--- src/rtl/alu_arbiter.sv ---
// alu_arbiter: round-robin share of one ALU between two requesters; optional ALU_ARB_STATS_EN adds grant counters
module alu_arbiter #(
  parameter int DATA_W = 32,
  parameter int OP_W   = 4,
  parameter int CNT_W  = 16
) (
  input  logic              clk,
  input  logic              reset_n,
  input  logic              req0_valid,
  output logic              req0_ready,
  input  logic [DATA_W-1:0] req0_a,
  input  logic [DATA_W-1:0] req0_b,
  input  logic [OP_W-1:0]   req0_op,
  input  logic              req1_valid,
  output logic              req1_ready,
  input  logic [DATA_W-1:0] req1_a,
  input  logic [DATA_W-1:0] req1_b,
  input  logic [OP_W-1:0]   req1_op,
  output logic              rsp0_valid,
  input  logic              rsp0_ready,
  output logic [DATA_W-1:0] rsp0_result,
  output logic              rsp0_zero,
  output logic              rsp1_valid,
  input  logic              rsp1_ready,
  output logic [DATA_W-1:0] rsp1_result,
  output logic              rsp1_zero,
  output logic [DATA_W-1:0] alu_a,
  output logic [DATA_W-1:0] alu_b,
  output logic [OP_W-1:0]   alu_control,
  input  logic [DATA_W-1:0] alu_result,
  input  logic              alu_zero
`ifdef ALU_ARB_STATS_EN
  ,
  output logic [CNT_W-1:0]  grant_cnt0,
  output logic [CNT_W-1:0]  grant_cnt1
`endif
);
  typedef enum logic [1:0] {IDLE, EXEC, RESP} state_t;
  state_t            state_q, state_d;
  logic              last_q, owner_q, rsp0_valid_q, rsp1_valid_q, zero_q;
  logic [DATA_W-1:0] a_q, b_q, result_q;
  logic [OP_W-1:0]   op_q;
  logic              g0, g1, rsp_hs;
  always_comb begin
    g0 = state_q == IDLE && req0_valid && (!req1_valid || last_q);
    g1 = state_q == IDLE && req1_valid && (!req0_valid || !last_q);
    rsp_hs = (rsp0_valid_q && rsp0_ready) || (rsp1_valid_q && rsp1_ready);
    state_d = state_q == IDLE ? ((g0 || g1) ? EXEC : IDLE) :
              state_q == EXEC ? RESP :
              (rsp_hs ? IDLE : RESP);
  end
  // ready is masked by reset so no handshake can be seen while reset_n is low
  assign req0_ready  = reset_n && g0;
  assign req1_ready  = reset_n && g1;
  assign rsp0_valid  = rsp0_valid_q;
  assign rsp1_valid  = rsp1_valid_q;
  assign rsp0_result = result_q;
  assign rsp1_result = result_q;
  assign rsp0_zero   = zero_q;
  assign rsp1_zero   = zero_q;
  assign alu_a       = a_q;
  assign alu_b       = b_q;
  assign alu_control = op_q;
`ifdef ALU_ARB_STATS_EN
  logic [CNT_W-1:0] cnt0_q, cnt1_q;
  assign grant_cnt0 = cnt0_q;
  assign grant_cnt1 = cnt1_q;
  always_ff @(posedge clk or negedge reset_n) begin
    if (!reset_n) begin
      cnt0_q <= '0;
      cnt1_q <= '0;
    end else begin
      if (g0 && !(&cnt0_q)) cnt0_q <= cnt0_q + 1'b1;
      if (g1 && !(&cnt1_q)) cnt1_q <= cnt1_q + 1'b1;
    end
  end
`endif
  always_ff @(posedge clk or negedge reset_n) begin
    if (!reset_n) begin
      state_q      <= IDLE;
      last_q       <= 1'b1;
      owner_q      <= 1'b0;
      a_q          <= '0;
      b_q          <= '0;
      op_q         <= '0;
      result_q     <= '0;
      zero_q       <= 1'b0;
      rsp0_valid_q <= 1'b0;
      rsp1_valid_q <= 1'b0;
    end else begin
      state_q <= state_d;
      if (g0 || g1) begin
        a_q     <= g1 ? req1_a : req0_a;
        b_q     <= g1 ? req1_b : req0_b;
        op_q    <= g1 ? req1_op : req0_op;
        owner_q <= g1;
        last_q  <= g1;
      end
      if (state_q == EXEC) begin
        result_q     <= alu_result;
        zero_q       <= alu_zero;
        rsp0_valid_q <= !owner_q;
        rsp1_valid_q <= owner_q;
      end
      if (state_q == RESP && rsp_hs) begin
        rsp0_valid_q <= 1'b0;
        rsp1_valid_q <= 1'b0;
      end
    end
  end
endmodule
--- config.mk ---
export PLATFORM = sky130hd
export DESIGN_NAME = alu_arbiter
export DESIGN_NICKNAME = d
export VERILOG_FILES = /design/src/rtl/alu_arbiter.sv
export SDC_FILE = /design/constraint.sdc
export NUM_CORES = 1
export LEC_CHECK = 0
export ABC_AREA = 1
export BUFFER_PORTS_ARGS = -buffer_cell sky130_fd_sc_hd__clkbuf_2
export CORE_AREA = 2 2 120 122
export DETAILED_ROUTE_END_ITERATION = 6
export DIE_AREA = 0 0 122 124
export GPL_ROUTABILITY_DRIVEN = 0
export PLACE_DENSITY = 0.76
export SKIP_LAST_GASP = 1
export SLEW_MARGIN = 10
export SYNTH_ARGS = -nofsm -noshare
export SYNTH_HDL_FRONTEND = slang
export SYNTH_SLANG_ARGS = --single-unit
--- constraint.sdc ---
create_clock -name clk -period 2.1 [get_ports clk]
set_clock_uncertainty 0.05 [all_clocks]
set_input_delay 0.42 -clock clk [delete_from_list [all_inputs] [get_ports clk]]
set_output_delay 0.42 -clock clk [all_outputs]
set_load 0.02 [all_outputs]
==> metrics.csv, run 1 <==
metric;value;unit
outcome;finished clean;
ctsHoldBuffers;0;
p_leak;0.00480;uW
slowest_stage;dfrtp_1;
clk_pin_slew;0.07;ns
post_cts_buffers;0;
ys_seq_area_share;46.2;%
synthToLayoutAreaGrowth;31.0;%
min_period;1.97;ns
crit_required;1.63;ns
cts_root_buffer;clkbuf_16;
syn_nets;973;
cts.sinks;107;
detail-route-antenna-nets;0;
ir_drop;0.000563;V
r2r_slack;0.46;ns
grt.total_usage;23.3;%
n_fill_cell;1335;
maxCapViolCount;0;
setup_tns;0;ns
overflow;0;
die_w;122;microns
vias;6031;
clk_latency;0.34;ns
nets;1222;
ys_seq_elements;107;
crit_family;simple AND/OR/NAND/NOR gates;
ys_warn_count;0;
diodes;0;
p_per_area;1570;nW/um^2
core_area;13700;sq um
critPathMaxFanout;5;
cts_tree;yes;
drc_errors;0;
reg2reg_from;last_q;
clockBufferDepth;2;
hold_violations;0;
r2r_cells;6;
path_class;reg -> out;
initial_core_util;42.2;%
core.rowCount;43;
die-area;15100;sq um
io_pins;313;
hp-class;in -> async;
place_hpwl;12900;microns
ctsResizeCount;0;
rsz0062_at_grt;no;
max_slew_margin;61.3;%
firstDrtPassIters;5;
drt_iter0_markers;287;
endpoint_kind;primary output;
path_cells;nor2_4 > nand3_2 > nor2_1 > clkbuf_2;
worstMarginPinSlew;0.579;ns
slew_viol_final;0;
grt_pass1_wl;27600;microns
grt_max_degree;108;
critPathMaxStageDelay;0.44;ns
critPathBufInv;1;
critical_path_arrival;1.50;ns
cts.htree.levels;3;
cts_made_buffers;9;
vias_per_cell;4.90;
io_buffers;312;
multi_input_area;2110;sq um
setup_violations;0;
fmax;0.507;GHz
synth_cell_types;18;
die_h;124;microns
wl_per_cell;14.4;microns
avgSynthCellArea;7.26;sq um
grt_pass1_vias;5623;
grt_antenna_before_repair;2;
hold_ws;0.112;ns
drive_above_1_share;33.6;%
crit_cells;4;
start_kind;register;
netlist_area;5790;sq um
timing.rr.end;alu_b[16];
synthesis.instances;798;
routed_wl;17700;microns
finalCritPeriodShare;93.9;%
register_area;2680;sq um
[synth_stat cells (all sizes together)]
master	count	area share [%]
dfrtp	106	46
clkbuf	35	2.3
inv	140	9.1
o21ai	2	0.17
dfstp	1	0.45
nand3	140	12
nor2	4	0.43
nand2	245	16
a21oi	1	0.086
buf	55	6.2
nor2b	1	0.11
nand4	68	7.3
[power breakdown]
group | total [uW] | switching (uW) | internal (uW)
Clock | 1850 | 768 | 1080
Combinational | 6220 | 4250 | 1960
Sequential | 3830 | 728 | 3110
[cells in the final DEF, fill, tap and decap left out, drive strengths merged]
| master | netlist | final |
|---|---|---|
| nand2 | 245 | 245 |
| nor2b | 1 | 1 |
| dfstp | 1 | 1 |
| dfrtp | 106 | 106 |
| nand3 | 140 | 140 |
| bufinv | 0 | 2 |
| inv | 140 | 141 |
| clkbuf | 35 | 321 |
| a21oi | 1 | 1 |
| nor2 | 4 | 4 |
| buf | 55 | 17 |
| nand4 | 68 | 68 |
| o21ai | 2 | 2 |
| clkinv | 0 | 3 |
[cells by family (layout without fill, tap and decap cells)]
kind of cell | after synthesis | in the layout | share of synthesized area (%)
AO/OA/AOI/OAI | 3 | 3 | 0.259
flip-flops | 107 | 107 | 46.2
buffers and inverters | 230 | 484 | 17.5
AND/OR/NAND/NOR | 458 | 458 | 36.0
[stage by stage]
step           setup WS, ns  cells  util [%]  cell area, sq um  total power, uW
3_3_place_gp          0.459   1216      53.0              7270            10000
3_5_place_dp          0.441   1216      53.0              7270            10200
6_report              0.127   1232      55.3              7590            11900
2_1_floorplan         0.279    798         -              5790             8180
4_1_cts               0.109   1232      55.3              7590            12000
5_1_grt              0.0341   1232      55.3              7590            12800
[worst max-delay path by stage]
stage                           from         end  slack [ns]
final                     state_q[1]  req0_ready        0.13
after global routing      state_q[1]  req0_ready        0.03
after CTS                 state_q[1]  req0_ready        0.11
after detailed placement  req0_valid   alu_b[27]        0.44
after global placement    req0_valid   alu_b[27]        0.46
after floorplan           state_q[1]  req1_ready        0.28
[state kept, by name, indices dropped and copies added, names as in the netlist]
signal	flops
rsp1_valid	1
rsp0_result	32
rsp0_zero	1
rsp0_valid	1
owner_q	1
state_q	2
last_q	1
alu_a	32
alu_control	4
alu_b	32
[routing by layer]
layer,track usage [%],vias to the layer above,wire (microns)
met5,0,-,24
met4,7.61,4,277
met3,5.63,23,1480
met2,41.4,252,9090
met1,27.8,2789,6850
li1,-,2963,-
[cell type report]
cell class	instances	area share, %
Clock buffer	10	3.15
Clock inverter	6	1.15
Tap cell	180	2.97
Inverter	140	6.92
Multi-Input combinational cell	461	27.9
Sequential cell	107	35.3
Timing Repair Buffer	328	22.7
[worst reg2reg max path, cell delays in order, from the launching register on]
cell and delay (ns):
dfstp_2 0.54, nand2_2 0.07, nand3_4 0.12, buf_4 0.44, nand2_1 0.14, nand3_1 0.11, nand2_1 0.06
No activity file was read; power rests on OpenSTA's default activity.
==> run 2, diff against run 1 <==
Settings changed: ABC_AREA 1 to default, CORE_AREA 2 2 120 122 to 2 2 122 124, DIE_AREA 0 0 122 124 to 0 0 124 126, PLACE_DENSITY 0.76 to 0.73.
==> run 2 against run 1 <==
Combinational power rose by 4.0%. Via count fell by 9.7%. Largest power group unchanged. Largest cell class unchanged. Critical endpoint unchanged. Sequential power is essentially flat.
==> metrics.csv, run 2 <==
metric;value;unit;change
outcome;finished clean;;
fmax;0.494;GHz;-2.6%
synth_top_cell_by_area;dfrtp_1;;
final_cell_mix;clkbuf_2 (310), dfrtp_1 (106), and3_1 (69);;
cts_made_buffers;9;;unchanged
synth_fa_ha_area_share;0;%;unchanged
vias_per_cell;5.62;;+15%
r2r_slack;0.36;ns;-0.10 ns
clk_pin_slew;0.08;ns;about the same
min_from;alu_result[17];;
clockBufferDepth;2;;unchanged
critPathMaxFanout;7;;+2
place_hpwl;13100;microns;+1.2%
io_buffers;312;;unchanged
endpoint_kind;primary output;;
final_common_cell;clkbuf_2;;
reg2reg_from;state_q[1];;
ys_top_cells_by_count;dfrtp_1 (106), and3_1 (69), nand3b_1 (68), o2111ai_1 (68), o21ai_0 (47);;
wl_per_cell;19.6;microns;+36%
p_per_area;1620;nW/um^2;+3.5%
path_class;in -> out;;
whs_path_depth;2;;
critPathMaxStageDelay;0.57;ns;+0.13 ns
dpl-instance-area;7090;sq um;-2.5%
hp-class;in -> reg;;
cts.htree.levels;3;;unchanged
rsz0062_at_grt;no;;
routed_wl;19000;microns;+7.3%
synth_top_family_by_area;simple AND/OR/NAND/NOR gates;;
synthToLayoutAreaGrowth;30.9;%;about the same
critical_path_arrival;1.56;ns;+0.06 ns
max_slew_margin;62.5;%;+1.2 points
avgSynthCellArea;10.6;sq um;+46%
p_leak;0.00382;uW;-20%
synth-compound-area-share;17.7;%;+17 points
die_w;124;microns;+1.6%
grt.total_usage;23.6;%;+0.32 points
cts_tree;yes;;
timing.rr.end;alu_control[0];;
syn_nets;709;;-27%
synth_cell_types;28;;+10
min_period;2.03;ns;+0.0525 ns
synth.most_common_cell;dfrtp_1;;
drc_errors;0;;unchanged
synth_simple_gate_area_share;17.9;%;-18 points
grt_pass1_wl;28300;microns;+2.4%
worstMarginPinSlew;0.563;ns;-0.0165 ns
cts.sinks;107;;unchanged
async_flop_share;100;%;unchanged
setup_tns;0;ns;unchanged
firstDrtPassIters;4;;-1
synth_top_area_share;47.0;%;+1.2 points
die_h;126;microns;+1.6%
crit_required;1.63;ns;about the same
critPathBufInv;3;;+2
core.rowCount;44;;+2.3%
finalCritPeriodShare;96.4;%;+2.5 points
nets;954;;-22%
r2r_cells;4;;-2
ys_seq_elements;107;;unchanged
ys_seq_area_share;47.4;%;+1.2 points
slew_viol_final;0;;unchanged
final_util;51.7;%;-3.7 points
synth_edf_count;0;;unchanged
netlist_area;5650;sq um;-2.5%
post_cts_buffers;0;;unchanged
setup_violations;0;;unchanged
ir_drop;0.000572;V;+1.7%
fin_area;7390;sq um;-2.6%
vias;5445;;-9.7%
synthXorXnorAreaFrac;0;%;unchanged
clk_latency;0.35;ns;about the same
grt_pass1_vias;5383;;-4.3%
hold_violations;0;;unchanged
grt_antenna_before_repair;2;;unchanged
core_area;14300;sq um;+4.3%
io_pins;313;;unchanged
die-area;15600;sq um;+3.3%
crit_family;buffers and inverters;;
overflow;0;;unchanged
initial_core_util;39.4;%;-2.8 points
synthFlopType;dfrtp_1;;
drive_above_1_share;49.2;%;+16 points
grt_max_degree;104;;-3.7%
path_cells;dlygate4sd3_1 > buf_6 > o21ai_0 > nor2_1 > buf_2;;
ys_warn_count;0;;unchanged
cts_root_buffer;clkbuf_16;;
drt_iter0_markers;406;;+41%
maxCapViolCount;0;;unchanged
detail-route-antenna-nets;0;;unchanged
synthesis.instances;534;;-33%
synth_area_leaders;dfrtp_1 (47%), o2111ai_1 (11%), nand3b_1 (9.0%);;
yosys-mux-area-fraction;6.58;%;+6.6 points
slowest_stage;dlygate4sd3_1;;
hold_path_end;rsp0_result[17];;
start_kind;primary input;;
## run 2: changes by cell type in the layout (fill, tap and decap cells not counted), sizes merged, moves of 68 or more
cell	delta
nand3b	+68
nand2	-241
and3	+69
o2111ai	+68
o21ai	+69
nand3	-140
inv	-138
nand4	-68
## run 2: through the flow
stage          instances  power (uW)  hold slack (ns)  worst slack (ns)
2_1_floorplan        534        8430           0.0744             0.312
3_3_place_gp         951       10300            0.204             0.397
3_5_place_dp         951       10400            0.205             0.370
4_1_cts              968       12100            0.235            0.0123
5_1_grt              968       12700            0.237           0.00152
6_report             969       12000            0.242            0.0749
## run 2: power by group
| part | total [uW] | internal, uW | switching, uW |
|---|---|---|---|
| combinational | 6470 | 2320 | 4150 |
| sequential | 3840 | 3110 | 731 |
| clock | 1680 | 880 | 801 |
| total | 12000 | 6310 | 5690 |
## run 2: worst max path at each step
| stage | cells past startpoint | end | start | slack, ns |
|---|---|---|---|---|
| 2_1_floorplan | 4 | req0_ready | last_q | 0.31 |
| 3_3_place_gp | 5 | alu_b[5] | req1_valid | 0.40 |
| 3_5_place_dp | 5 | alu_b[10] | req1_valid | 0.37 |
| 4_1_cts | 5 | req0_ready | reset_n | 0.01 |
| 5_1_grt | 5 | req0_ready | reset_n | 0.002 |
| 6_report | 5 | req0_ready | reset_n | 0.07 |
## run 2: final cells by class
cell class	count	area [sq um]
sequential	107	2680
timing repair buffer	331	1790
tap	184	230
multi-input combinational	328	2400
inverter	2	7.51
clock inverter	4	33.8
fill	1337	6920
clock buffer	12	256
antenna	1	2.50
## run 2: what timing repair did
action                     4_1_cts  5_1_grt
setup endpoints to repair        0        1
hold buffers                     1        0
resized for setup                0        2
hold endpoints to repair         3        0
## run 2: cell families (layout without fill, tap and decap cells)
logic type	Yosys count	in the layout
and+or+nand+nor	149	149
AOI/OAI and AO/OA	146	146
DFF	107	107
buffers and inverters	99	349
muxes	33	33
other	0	1
## run 2: routing by layer
metal | global-route usage (%) | up-vias | part of all wire (%)
met5 | 0 | - | 0.084
met4 | 9.72 | 2 | 2.7
met2 | 40.5 | 258 | 50
met1 | 28.4 | 2668 | 40
li1 | - | 2483 | -
met3 | 5.34 | 34 | 7.4
